===== config.mk =====
export PLATFORM = sky130hd
export DESIGN_NAME = mem_loader
export DESIGN_NICKNAME = d
export VERILOG_FILES = /design/src/rtl/mem_loader.sv
export SDC_FILE = /design/constraint.sdc
export NUM_CORES = 1
export LEC_CHECK = 0
export ABC_AREA = 1
export BUFFER_PORTS_ARGS = -buffer_cell sky130_fd_sc_hd__buf_2
export CAP_MARGIN = 20
export CORE_ASPECT_RATIO = 0.75
export CORE_MARGIN = 5
export CORE_UTILIZATION = 50
export CTS_BUF_LIST = sky130_fd_sc_hd__clkbuf_8
export CTS_CLUSTER_SIZE = 24
export DETAILED_ROUTE_END_ITERATION = 10
export MAX_ROUTING_LAYER = met4
export PLACE_DENSITY_LB_ADDON = 0.1
export SLEW_MARGIN = 0
export SYNTH_ARGS = -nofsm -noshare
export SYNTH_HDL_FRONTEND = slang
export SYNTH_SLANG_ARGS = --single-unit
export TNS_END_PERCENT = 5

===== constraint.sdc =====
create_clock -name clk -period 3.2 [get_ports clk]
set_input_delay 0.32 -clock clk [delete_from_list [all_inputs] [get_ports clk]]
set_output_delay 0.32 -clock clk [all_outputs]
set_load 0.01 [all_outputs]

===== src/rtl/mem_loader.sv =====
`default_nettype none
// ============================================================================
//  Module   : mem_loader
//  Purpose  : Command sequencer between the Avalon register file and an
//             on-chip byte memory. Host data words are buffered in a FIFO and
//             unpacked LSB-first into byte writes (LOAD); byte ranges are read
//             back and summed into a 32-bit result (SUM). Status is published
//             on ready, the result on answer.
//  Ports    : clk        - system clock
//             reset      - asynchronous active-low reset
//             cmd_valid  - control_reg write strobe, cmd_data = command word
//             wr_valid   - data_reg write strobe, wr_data = data word
//             mem_we/mem_addr/mem_wdata - byte write port to the memory
//             mem_rdata  - synchronous read data (one cycle after mem_addr)
//             ready      - {16'b0, fifo_count, 4'b0, cmd_err, overflow,
//                           busy, done}
//             answer     - SUM result (or LOAD checksum, see macro)
//  Options  : MEM_LOADER_CKSUM_EN - when defined, LOAD clears answer at
//             acceptance and accumulates the sum of every byte written.
//  Revision : 1.0 - initial release
// ============================================================================
module mem_loader #(
  parameter int FIFO_DEPTH = 8,
  parameter int ADDR_W     = 10
) (
  input  logic              clk,
  input  logic              reset,
  input  logic              cmd_valid,
  input  logic [31:0]       cmd_data,
  input  logic              wr_valid,
  input  logic [31:0]       wr_data,
  output logic              mem_we,
  output logic [ADDR_W-1:0] mem_addr,
  output logic [7:0]        mem_wdata,
  input  logic [7:0]        mem_rdata,
  output logic [31:0]       ready,
  output logic [31:0]       answer
);

  localparam int PTR_W = $clog2(FIFO_DEPTH);
  localparam int CNT_W = PTR_W + 1;

  localparam logic [PTR_W-1:0]  PTR_ONE  = PTR_W'(1);
  localparam logic [CNT_W-1:0]  CNT_ONE  = CNT_W'(1);
  localparam logic [ADDR_W-1:0] ADDR_ONE = ADDR_W'(1);
  localparam logic [9:0]        LEN_ONE  = 10'd1;

  localparam logic [1:0] OP_NOP   = 2'b00;
  localparam logic [1:0] OP_LOAD  = 2'b01;
  localparam logic [1:0] OP_SUM   = 2'b10;
  localparam logic [1:0] OP_CLEAR = 2'b11;

  typedef enum logic [2:0] {
    S_IDLE      = 3'd0,
    S_LOAD      = 3'd1,
    S_SUM_RD    = 3'd2,
    S_SUM_FLUSH = 3'd3,
    S_DONE      = 3'd4
  } state_t;

  state_t state;

  // FIFO storage and control
  logic [31:0]      fifo_mem [FIFO_DEPTH];
  logic [PTR_W-1:0] rd_ptr;
  logic [PTR_W-1:0] wr_ptr;
  logic [CNT_W-1:0] fifo_cnt;

  // Sequencer registers
  logic [31:0]       cur_word;    // remaining bytes of the word being unpacked
  logic [1:0]        byte_left;   // bytes still valid in cur_word
  logic [9:0]        len_left;    // bytes still to write / addresses to issue
  logic [ADDR_W-1:0] wr_addr;     // next LOAD byte address
  logic              rd_pending;  // a read address was issued last cycle
  logic              done;
  logic              overflow;
  logic              cmd_err;

  // Command decode
  logic [1:0]        cmd_op;
  logic [9:0]        cmd_len;
  logic [ADDR_W-1:0] cmd_base;
  logic              unused_cmd_bits;

  logic              fifo_empty;
  logic              fifo_full;
  logic [31:0]       fifo_head;
  logic              busy;
  logic              idle_like;
  logic              do_clear;
  logic              pop;
  logic              push;
  logic              drop;
  logic              emit;
  logic [7:0]        emit_byte;
  logic [7:0]        cnt8;

  assign cmd_op          = cmd_data[31:30];
  assign cmd_len         = cmd_data[19:10];
  assign cmd_base        = cmd_data[ADDR_W-1:0];
  assign unused_cmd_bits = ^cmd_data[29:20];

  assign fifo_empty = (fifo_cnt == '0);
  assign fifo_full  = (fifo_cnt == CNT_W'(FIFO_DEPTH));
  assign fifo_head  = fifo_mem[rd_ptr];

  assign busy      = (state == S_LOAD) || (state == S_SUM_RD) || (state == S_SUM_FLUSH);
  assign idle_like = (state == S_IDLE) || (state == S_DONE);
  assign do_clear  = cmd_valid && idle_like && (cmd_op == OP_CLEAR);

  // A byte is emitted whenever LOAD still owes bytes and one is at hand,
  // either left over in cur_word or at the FIFO head (which is then popped).
  assign emit      = (state == S_LOAD) && (len_left != '0) &&
                     ((byte_left != 2'd0) || !fifo_empty);
  assign pop       = emit && (byte_left == 2'd0);
  assign emit_byte = (byte_left != 2'd0) ? cur_word[7:0] : fifo_head[7:0];

  // A pop in the same cycle frees a slot, so a push while full is accepted.
  assign push = wr_valid && (!fifo_full || pop) && !do_clear;
  assign drop = wr_valid && fifo_full && !pop;

  assign cnt8  = 8'(fifo_cnt);
  assign ready = {16'b0, cnt8, 4'b0, cmd_err, overflow, busy, done};

  // --------------------------------------------------------------------------
  // FIFO pointers and occupancy
  // --------------------------------------------------------------------------
  always_ff @(posedge clk or negedge reset) begin
    if (!reset) begin
      rd_ptr   <= '0;
      wr_ptr   <= '0;
      fifo_cnt <= '0;
    end else if (do_clear) begin
      rd_ptr   <= '0;
      wr_ptr   <= '0;
      fifo_cnt <= '0;
    end else begin
      if (push) wr_ptr <= wr_ptr + PTR_ONE;
      if (pop)  rd_ptr <= rd_ptr + PTR_ONE;
      case ({push, pop})
        2'b10:   fifo_cnt <= fifo_cnt + CNT_ONE;
        2'b01:   fifo_cnt <= fifo_cnt - CNT_ONE;
        default: fifo_cnt <= fifo_cnt;
      endcase
    end
  end

  // Storage needs no reset; contents are only visible through fifo_cnt.
  always_ff @(posedge clk) begin
    if (push) fifo_mem[wr_ptr] <= wr_data;
  end

  // --------------------------------------------------------------------------
  // Sequencer FSM with registered outputs
  // --------------------------------------------------------------------------
  always_ff @(posedge clk or negedge reset) begin
    if (!reset) begin
      state      <= S_IDLE;
      mem_we     <= 1'b0;
      mem_addr   <= '0;
      mem_wdata  <= '0;
      answer     <= '0;
      done       <= 1'b0;
      overflow   <= 1'b0;
      cmd_err    <= 1'b0;
      cur_word   <= '0;
      byte_left  <= 2'd0;
      len_left   <= '0;
      wr_addr    <= '0;
      rd_pending <= 1'b0;
    end else begin
      mem_we <= 1'b0;

      if (drop)              overflow <= 1'b1;
      if (cmd_valid && busy) cmd_err  <= 1'b1;

      // Read data for last cycle's address arrives now.
      if (rd_pending) answer <= answer + {24'b0, mem_rdata};

      case (state)
        S_IDLE, S_DONE: begin
          if (cmd_valid) begin
            done <= 1'b0;
            case (cmd_op)
              OP_CLEAR: begin
                state    <= S_IDLE;
                overflow <= 1'b0;
                cmd_err  <= 1'b0;
                answer   <= '0;
              end
              OP_LOAD: begin
`ifdef MEM_LOADER_CKSUM_EN
                answer <= '0;
`endif
                wr_addr   <= cmd_base;
                len_left  <= cmd_len;
                byte_left <= 2'd0;
                if (cmd_len == '0) begin
                  state <= S_DONE;
                  done  <= 1'b1;
                end else begin
                  state <= S_LOAD;
                end
              end
              OP_SUM: begin
                answer     <= '0;
                mem_addr   <= cmd_base;
                len_left   <= cmd_len;
                rd_pending <= 1'b0;
                if (cmd_len == '0) begin
                  state <= S_DONE;
                  done  <= 1'b1;
                end else begin
                  state <= S_SUM_RD;
                end
              end
              default: begin  // OP_NOP
                state <= S_DONE;
                done  <= 1'b1;
              end
            endcase
          end
        end

        S_LOAD: begin
          if (len_left == '0) begin
            // Any bytes left in cur_word are discarded with the word.
            state     <= S_DONE;
            done      <= 1'b1;
            byte_left <= 2'd0;
          end else if (emit) begin
            mem_we    <= 1'b1;
            mem_wdata <= emit_byte;
            mem_addr  <= wr_addr;
            wr_addr   <= wr_addr + ADDR_ONE;
            len_left  <= len_left - LEN_ONE;
            if (byte_left != 2'd0) begin
              cur_word  <= cur_word >> 8;
              byte_left <= byte_left - 2'd1;
            end else begin
              cur_word  <= fifo_head >> 8;
              byte_left <= 2'd3;
            end
`ifdef MEM_LOADER_CKSUM_EN
            answer <= answer + {24'b0, emit_byte};
`endif
          end
          // else: FIFO empty at a word boundary, stall with address held
        end

        S_SUM_RD: begin
          rd_pending <= 1'b1;
          len_left   <= len_left - LEN_ONE;
          if (len_left == LEN_ONE) begin
            state <= S_SUM_FLUSH;
          end else begin
            mem_addr <= mem_addr + ADDR_ONE;
          end
        end

        S_SUM_FLUSH: begin
          // The final byte is absorbed by the rd_pending add above.
          rd_pending <= 1'b0;
          state      <= S_DONE;
          done       <= 1'b1;
        end

        default: begin
          state <= S_IDLE;
        end
      endcase
    end
  end

endmodule
`default_nettype wire

Yosys cells after proc, flatten, opt, wreduce, memory -nomap -nowiden
Memories as Yosys holds them, arrays and structs flattened.
Index checks and enable logic that the tools add are counted.
- register bits after elaboration: 122
- latch bits: 0
- bits in writable memories: 256
- ROM bits: 0
- input bits: 76
- output and inout port bits: 83
- word-level logic and storage cells: 154
- memories kept: 1
- $add $sub $neg: 9
- $mul: 0
- divide/modulo/power cells: 0
- magnitude comparators: 0
- equal/unequal tests: 21
- shift-type cells: 0
- muxes and demuxes: 62
- bitwise logic cells: 1
- reduce and logical (&&, ||, !) cells: 44
- memory list (memory ; words ; bits a word ; read ports ; clocked after Yosys merged registers in ; wr ports ; line ; source):
    fifo_mem ; 8 ; 32 ; 1 ; 0 ; 1 ; 64 ; logic [31:0] fifo_mem [FIFO_DEPTH];
- operators with widths (cell ; number):
    $mux 10 ; 13
    $mux 32 ; 4
    $pmux 10 s3 ; 2
    $add 32x8->32 ; 1
    $mux 3 ; 9
    $mux 24 ; 1
    $add 10x1->10 const B ; 2
    $logic_not 10->1 ; 2
    $pmux 10 s2 ; 1
    $mux 1 ; 18
    $pmux 3 s4 ; 1
    $reduce_and 3->1 ; 4
    $reduce_bool 3->1 ; 4
    $eq 10x1->1 const B ; 1
    $logic_and 1x1->1 ; 10
    $mux 2 ; 5
    $ne 2x2->1 const B ; 5
    $reduce_and 5->1 ; 2
    $reduce_bool 10->1 ; 1
    $sub 10x1->10 const B ; 1
    $pmux 3 s3 ; 1
    $mux 8 ; 1
    $ne 2x1->1 const B ; 4
    $pmux 4 s2 ; 1
    25 further kinds ; 43

Depth between registers and ports, before layout
Gate-level depths: netlist of run 1.
- word-level depth: 11
- gate-level depth with buffers: 17

Worst setup path before layout of run 1
OpenSTA, ideal clock, no wires.
- path type: flip-flop to flip-flop
- start: register byte_left[0]
- end: memory fifo_mem[0][0], enable pin
- setup time: 0.421 ns
- arrival time: 2.817 ns
- data required time: 2.779 ns
- slack: -0.038 ns
- stages on the path, launching flop included: 11
- cells stage by stage: dfrtp_1 -> inv_1 -> ha_1 -> buf_2 -> nand4_2 -> nand4_4 -> nand2_2 -> nand2_2 -> nor2_1 -> nand2_1 -> nor2_1
- longest elaborated chain between the ends: 9
- elaborated cells on any way between the ends: 10
- RTL lines (element ; line ; source):
    start, declared ; 71 ; logic [1:0] byte_left;
    start signal, assigned ; 239 ; byte_left <= byte_left - 2'd1;
    $reduce_bool 2->1 ; 114 ; ((byte_left != 2'd0) || !fifo_empty);
    $logic_or 1x1->1 ; 114 ;
    $logic_and 1x1->1 ; 113 ; assign emit = (state == S_LOAD) && (len_left != '0) &&
    $logic_and 1x1->1 * ; 115 ; assign pop = emit && (byte_left == 2'd0);
    $logic_or 1x1->1 * ; 119 ; assign push = wr_valid && (!fifo_full || pop) && !do_clear;
    $logic_and 1x1->1 * (2 in a row) ; 119 ;
    $mux 1 * ; 150 ; if (push) fifo_mem[wr_ptr] <= wr_data;
    $mux 1 (not written as such) * ; 150 ;
    end, declared ; 64 ;
Mark *: on every way between the ends. The rest lies on a longest branch, timed or not.

Worst setup path after layout of run 1
- start: register len_left[0]
- end: memory fifo_mem[0][10], enable pin
- longest elaborated chain between the ends: 9
- RTL lines (element ; line ; source):
    start, declared ; 72 ; logic [9:0] len_left;
    start signal, assigned ; 196 ; len_left <= cmd_len;
    start signal, assigned ; 208 ; len_left <= cmd_len;
    start signal, assigned ; 236 ; len_left <= len_left - LEN_ONE;
    $reduce_bool 10->1 ; 113 ;
    $logic_and 1x1->1 (2 in a row) ; 113 ;
    $logic_and 1x1->1 ; 115 ;
    $logic_or 1x1->1 ; 119 ;
    $logic_and 1x1->1 (2 in a row) ; 119 ;
    $mux 1 ; 150 ;
    $mux 1 (not written as such) ; 150 ;
No other way between the ends.

==> metrics, run 1 <==
run status=completed; RSZ-0062 raised after global routing=false; Slew HR=40.8%; Multi-input gate area=0.00522 mm^2; cell area after layout=0.0194 mm^2; Post-CTS Setup Bufs=0; clk sinks=370; predominant post-synthesis flop cell=edfxtp_1; P_leak=7.70 nW; Post-synth EDFFs=256; Layout area overhead=16.8%; metal2 WL=around 19000 um; H-Tree Level Count=2; DRT antenna net count=0; CTS tree=built; initial antenna violation count=1; core area=0.0326 mm^2; Hold Path Cell Cnt=5; setup violators final=0; first-pass GRT wire length=65600 um; area leader, netlist=edfxtp_1; number of buffers added on ports=124; CTS buffer count=56; DP Area=0.0178 mm^2; Sequential cell area=0.0105 mm^2; Mean Syn Cell Area=10.7 um^2; CTS Buffer Depth=3; Skew-Pair Late Insertion Delay=approximately 0.62 ns; DP HPWL=about 25000 um; Mapped Cells=1556; maximum VDD drop=0.478 mV; power per cell area=868 mW/mm^2; Distinct cells, synth=a little over 60; post-layout min period=2.74 ns; Synth Register Bits=370; critical path class=flop to flop; largest net degree at the start of global routing=130; Hold Buf Count CTS=47; Levels on crit path=12; CP max stage delay=0.39 ns; DRC errors left=0; met1 wire length=19700 um; Total GRT Usage=23.1%; Die W=220 um; Worst-path clk slew=0.07 ns; drt pass-1 iters=5; vias in the first global route=11600; max_cap viols=0; FP Rows=57; most common cell after layout, fill and taps aside=edfxtp_1; Bufs and invs on worst path=2; Final Util=59.4%; top cell type's share of synthesized area=46.3%; Iteration-0 DRC Markers=990; CP required=3.45 ns; critical path cell sequence=inv_1 -> ha_1 -> nand2_1 -> nor2_2 -> nand3_2 -> nand4_4 -> nand2_2 -> nand2_2 -> nor2_1 -> nand2_1 -> nor2_4 -> buf_4; Hold Vio Cnt, Final=0; HP Class=input pin to flop; Final Cycle Share=85.6%; worst clock skew=around 0.023 ns; Worst EP arrival=3.00 ns; filler instances=2721; YS warnings=0; crit path launch type=flop; wire length on met3=2450 um; Worst setup EP type=flop; grt ovf=0; WL per Instance=18.6 um; worst slew pin tran=approximately 0.89 ns; Min Hold Slack=0.0691 ns; Starting Density=around half; leading post-synthesis cells by cell area=edfxtp_1, dfrtp_1, nor2_1; Max Clk Rate=365 MHz; max-slew violations=0; fraction of registers with async set/reset=a little under a third; nets=approximately 1800; Gates resized, CTS repair=0; via count=approximately 12000; clock root buffer=clkbuf_8; Max Used Layer=met4; Top delay family on crit path=simple AND/OR/NAND/NOR gates; most frequent cells in the layout=edfxtp_1, nor2_1, o21ai_0; Overall Power=between 15 and 20 mW; Placer Congestion=roughly 0.9; DRT Wirelength=41700 um; layout cells sized above 1=around 17%; die area=0.0370 mm^2; Crit-path slowest cell=buf_4; Die Y=168 um; vias per cell=5.42; IO Pins=159; Critical Path Fanout Max=21; Seq/Total Area, Yosys=63.5%; R2R depth=12; netlist area before placement=0.0166 mm^2
stage by stage:
| step | TNS (ns) | std cells | worst slack (ns) |
|---|---|---|---|
| floorplan | -8.14 | 1579 | -0.0381 |
| global placement | 0 | 2086 | 0.557 |
| detailed placement | 0 | 2086 | 0.484 |
| CTS | 0 | 2239 | 0.454 |
| global route | 0 | 2240 | 0.267 |
| finish | 0 | 2240 | 0.459 |
report_power, final:
group / leakage, nW / internal (mW) / switching, mW
Clock: 0.668 / 2.03 / 1.84
Sequential: 3.72 / 6.18 / 0.538
Combinational: 3.31 / 2.09 / 4.14
flip-flops by register name, summed over array words and instances (netlist names), 4 cells and up:
signal     cells
fifo_mem     256
answer        32
cur_word      24
len_left      10
mem_addr      10
wr_addr       10
mem_wdata      8
fifo_cnt       4
synthesized netlist by cell type (11+ instances only):
cell type / n
nor2_1: 260
a31oi_1: 17
a21oi_1: 58
nor3_1: 50
o22ai_1: 25
o311ai_0: 16
nand3_1: 35
nand2_1: 160
o21ai_0: 173
o21ai_1: 11
inv_1: 105
ha_1: 21
clkbuf_1: 50
dfrtp_1: 114
inv_2: 11
buf_4: 29
edfxtp_1: 256
o221ai_1: 21
nand4_1: 12
path summary, 6_finish.rpt:
kind	slack [ns]	endpoint	startpoint
worst max-delay path	0.46	fifo_mem[0][10]	len_left[0]
worst min-delay path	0.07	len_left[3]	cmd_data[13]
min in group asynchronous	0.30	answer[21]	reset
worst min register to register	0.50	mem_wdata[1]	mem_wdata[1]
max in group asynchronous	2.08	cur_word[11]	reset
worst max register to register	0.46	fifo_mem[0][10]	len_left[0]
cell type report:
cell class / instances / share of cell area, %
clock buffer: 69 / 4.90
tap: 442 / 2.85
clock inverter: 37 / 0.943
antenna: 1 / 0.0129
multi-input combinational: 989 / 26.9
inverter: 119 / 2.34
sequential: 370 / 54.4
timing repair buffer: 213 / 7.60
logic make-up (layout without fill, tap and decap cells):
logic type	after synthesis	after routing	share of synthesized area, %
simple gates	551	551	14.3
fa+ha+maj	22	22	1.70
other cells	1	25	0.0226
buf+inv	220	438	5.91
flops	370	370	63.5
xor+xnor	12	12	0.634
compound gates	380	380	13.9
metal layers:
| metal | vias to the layer above | global-route usage [%] |
|---|---|---|
| met5 | - | - |
| met4 | 0 | 6.16 |
| met3 | 74 | 3.94 |
| met2 | 354 | 33.8 |
| met1 | 5862 | 33.8 |
| li1 | 5858 | - |
worst reg2reg max path: cells and delay by family, from the launching register on:
kind	cells	cell delay, ns
buffers and inverters	2	0.47
and+or+nand+nor	9	1.30
DFF	1	0.37
adders and majority gates	1	0.21
Power figures use the tool's default switching activity.
==> run 2, diff against run 1 <==
clock period = 2.7 ns   (was 3.2 ns; I/O delays follow)
==> run 2 against run 1 <==
  * Clock skew fell by 0.0014 ns
  * Utilization increased by 0.35 points
  * Wire length down 1.7%
  * Setup slack got worse by 0.27 ns
  * Combinational power up 21%
  * Sequential share of layout area is 0.32 points lower
  * Clock power grew 8.8%
  * Critical path type unchanged
  * Largest cell class unchanged
==> metrics, run 2 (synthesis results as in run 1) <==
run status=completed (unchanged); maximum VDD drop=0.568 mV (was 0.478 mV); die area=0.0370 mm^2 (unchanged); DRT Wirelength=41000 um (was 41700 um); clk sinks=370 (unchanged); clock power share=21.4% (was 23.0%); most frequent CP cell=nand2_2; clock root buffer=clkbuf_8 (unchanged); P_sw=7.70 mW (was 6.52 mW); setup TNS=0 ns (unchanged); setup violators final=0 (unchanged); P_leak=7.70 nW (about the same); min-delay src=cmd_data[16] (was cmd_data[13]); Final Cycle Share=93.2% (was 85.6%); post-layout min period=2.52 ns (was 2.74 ns); CTS buffer count=57 (was 56); via count=12100 (about the same); Final WS setup=0.185 ns (was 0.459 ns); Crit-path slowest cell=dfrtp_1 (was buf_4); Sw Share=39.1% (was 38.8%); max reg flops=256 (unchanged); Post-CTS Setup Bufs=0 (unchanged); Reg power frac=40.5% (was 39.9%); Starting Density=50.9% (unchanged); CP max stage delay=0.36 ns (was 0.39 ns); drt pass-1 iters=8 (was 5); Iteration-0 DRC Markers=884 (was 990); first-pass GRT wire length=64700 um (was 65600 um); layout cells sized above 1=16.4% (was 16.8%); critical path cell sequence=inv_1 -> ha_1 -> nand2_1 -> nor2_2 -> nand3_2 -> nand4_4 -> nand2_2 -> nand2_2 -> nor2_1 -> nand2_2 -> nor2_4 -> buf_6 (was inv_1 -> ha_1 -> nand2_1 -> nor2_2 -> nand3_2 -> nand4_4 -> nand2_2 -> nand2_2 -> nor2_1 -> nand2_1 -> nor2_4 -> buf_4); power per cell area=1010 mW/mm^2 (was 868 mW/mm^2); max-slew violations=0 (unchanged); crit path launch type=flop (unchanged); Max Clk Rate=398 MHz (was 365 MHz); DRC errors left=0 (unchanged); CP Launch Point=len_left[0] (unchanged); Die Y=168 um (unchanged); dpl ws=0.0796 ns (was 0.484 ns); biggest regs=fifo_mem: 256 flops, answer: 32 flops, cur_word: 24 flops (unchanged); Critical Path Fanout Max=14 (was 21); Worst-path clk slew=0.07 ns (about the same); Placer Congestion=0.889 (was 0.898); FP Rows=57 (unchanged); Layout area overhead=17.5% (was 16.8%); CTS Buffer Depth=3 (unchanged); worst slew pin tran=0.745 ns (was 0.888 ns); RSZ-0062 raised after global routing=true (was false); Bufs and invs on worst path=2 (unchanged); Skew-Pair Late Insertion Delay=0.61 ns (was 0.62 ns); vias in the first global route=11600 (about the same); HP Class=input pin to flop (unchanged); largest net degree at the start of global routing=70 (was 130); number of buffers added on ports=124 (unchanged); Int Pwr=12.0 mW (was 10.3 mW); Slew HR=49.7% (was 40.8%); worst clock skew=0.0218 ns (was 0.0232 ns); Total GRT Usage=22.7% (was 23.1%); WL per Instance=18.2 um (was 18.6 um); Worst setup EP type=flop (unchanged); initial antenna violation count=1 (unchanged); CTS tree=built (unchanged); largest register by flop count=fifo_mem (unchanged); most common cell after layout, fill and taps aside=edfxtp_1 (unchanged); IO Pins=159 (unchanged); logic gate share of total power=38.1% (was 37.0%); DP HPWL=25600 um (was 25400 um); max_cap viols=0 (unchanged); most frequent cells in the layout=edfxtp_1, nor2_1, o21ai_0 (unchanged); CP required=2.99 ns (was 3.45 ns); Worst EP arrival=2.80 ns (was 3.00 ns); Die W=220 um (unchanged); vias per cell=5.37 (was 5.42); DRT antenna net count=0 (unchanged); r2r startpoint=len_left[0] (unchanged); filler instances=2790 (was 2721); core area=0.0326 mm^2 (unchanged); H-Tree Level Count=2 (unchanged); Top delay family on crit path=simple AND/OR/NAND/NOR gates (unchanged); grt ovf=0 (unchanged); critical path class=flop to flop (unchanged); nets=1854 (was 1847); Hold Vio Cnt, Final=0 (unchanged)
-- run 2: cell count changes in the layout (fill, tap and decap cells not counted), moves of 3 or more --
cell,change
buf_6,+5
clkinv_1,+9
clkbuf_8,-8
clkinv_2,-3
buf_12,+12
buf_4,-14
dlygate4sd3_1,+3
-- run 2: cell type report --
type | instances | area (um^2) | area share [%]
diodes | 1 | 2.50 | 0.0128
clock inverters | 44 | 181 | 0.931
repair buffers | 219 | 1690 | 8.69
inverters | 119 | 453 | 2.32
flip-flops and latches | 370 | 10500 | 54.1
clock buffers | 61 | 840 | 4.31
multi-input cells | 989 | 5220 | 26.8
well taps | 442 | 553 | 2.84
-- run 2: metrics by stage --
step	util (%)	total power [mW]	instance area, um^2	instances	hold WS (ns)
finish	59.8	19.7	19500	2245	0.0996
detailed placement	55.0	15.5	17900	2089	0.251
global route	59.8	21.1	19500	2245	0.102
floorplan	-	12.9	16700	1579	-0.0256
global placement	55.0	15.4	17900	2089	0.248
CTS	59.7	19.8	19500	2244	0.0571
-- run 2: tightest hold or removal path, stage by stage --
cell	delay, ns
buf_2	0.10
inv_1	0.08
o21ai_0	0.09
nand2_1	0.07
o21ai_1	0.05
-- run 2: timing repair --
action                                  CTS  global route
endpoints found under the setup margin    0           156
resized for setup                         0             7
hold buffers                             50             0
endpoints found under the hold margin   308             0
-- run 2: power groups by stage --
stage / sequential, mW / clock, mW / combinational, mW
final: 7.97 / 4.21 / 7.51
after floorplan: 8.04 / 0 / 4.90
after detailed placement: 8.07 / 0 / 7.42
after global placement: 8.05 / 0 / 7.33
after global routing: 8.08 / 4.62 / 8.42
after CTS: 7.97 / 4.33 / 7.51
-- run 2: worst paths after layout --
check / cells past startpoint / endpoint / slack [ns]
max: 12 / fifo_mem[0][25] / 0.18
min: 5 / len_left[6] / 0.1
max reg2reg: 12 / fifo_mem[0][25] / 0.18
min reg2reg: 2 / overflow / 0.49
max in group asynchronous: 3 / mem_addr[6] / 1.68
min in group asynchronous: 2 / answer[25] / 0.19
-- run 2: routing by layer --
metal  up-vias  share of wire (%)  global-route usage, %
li1       5875                  -                      -
met3        64                5.6                   4.06
met4         0                1.8                   5.02
met5         -                  0                      -
met2       301                 45                   33.6
met1      5822                 47                   33.3
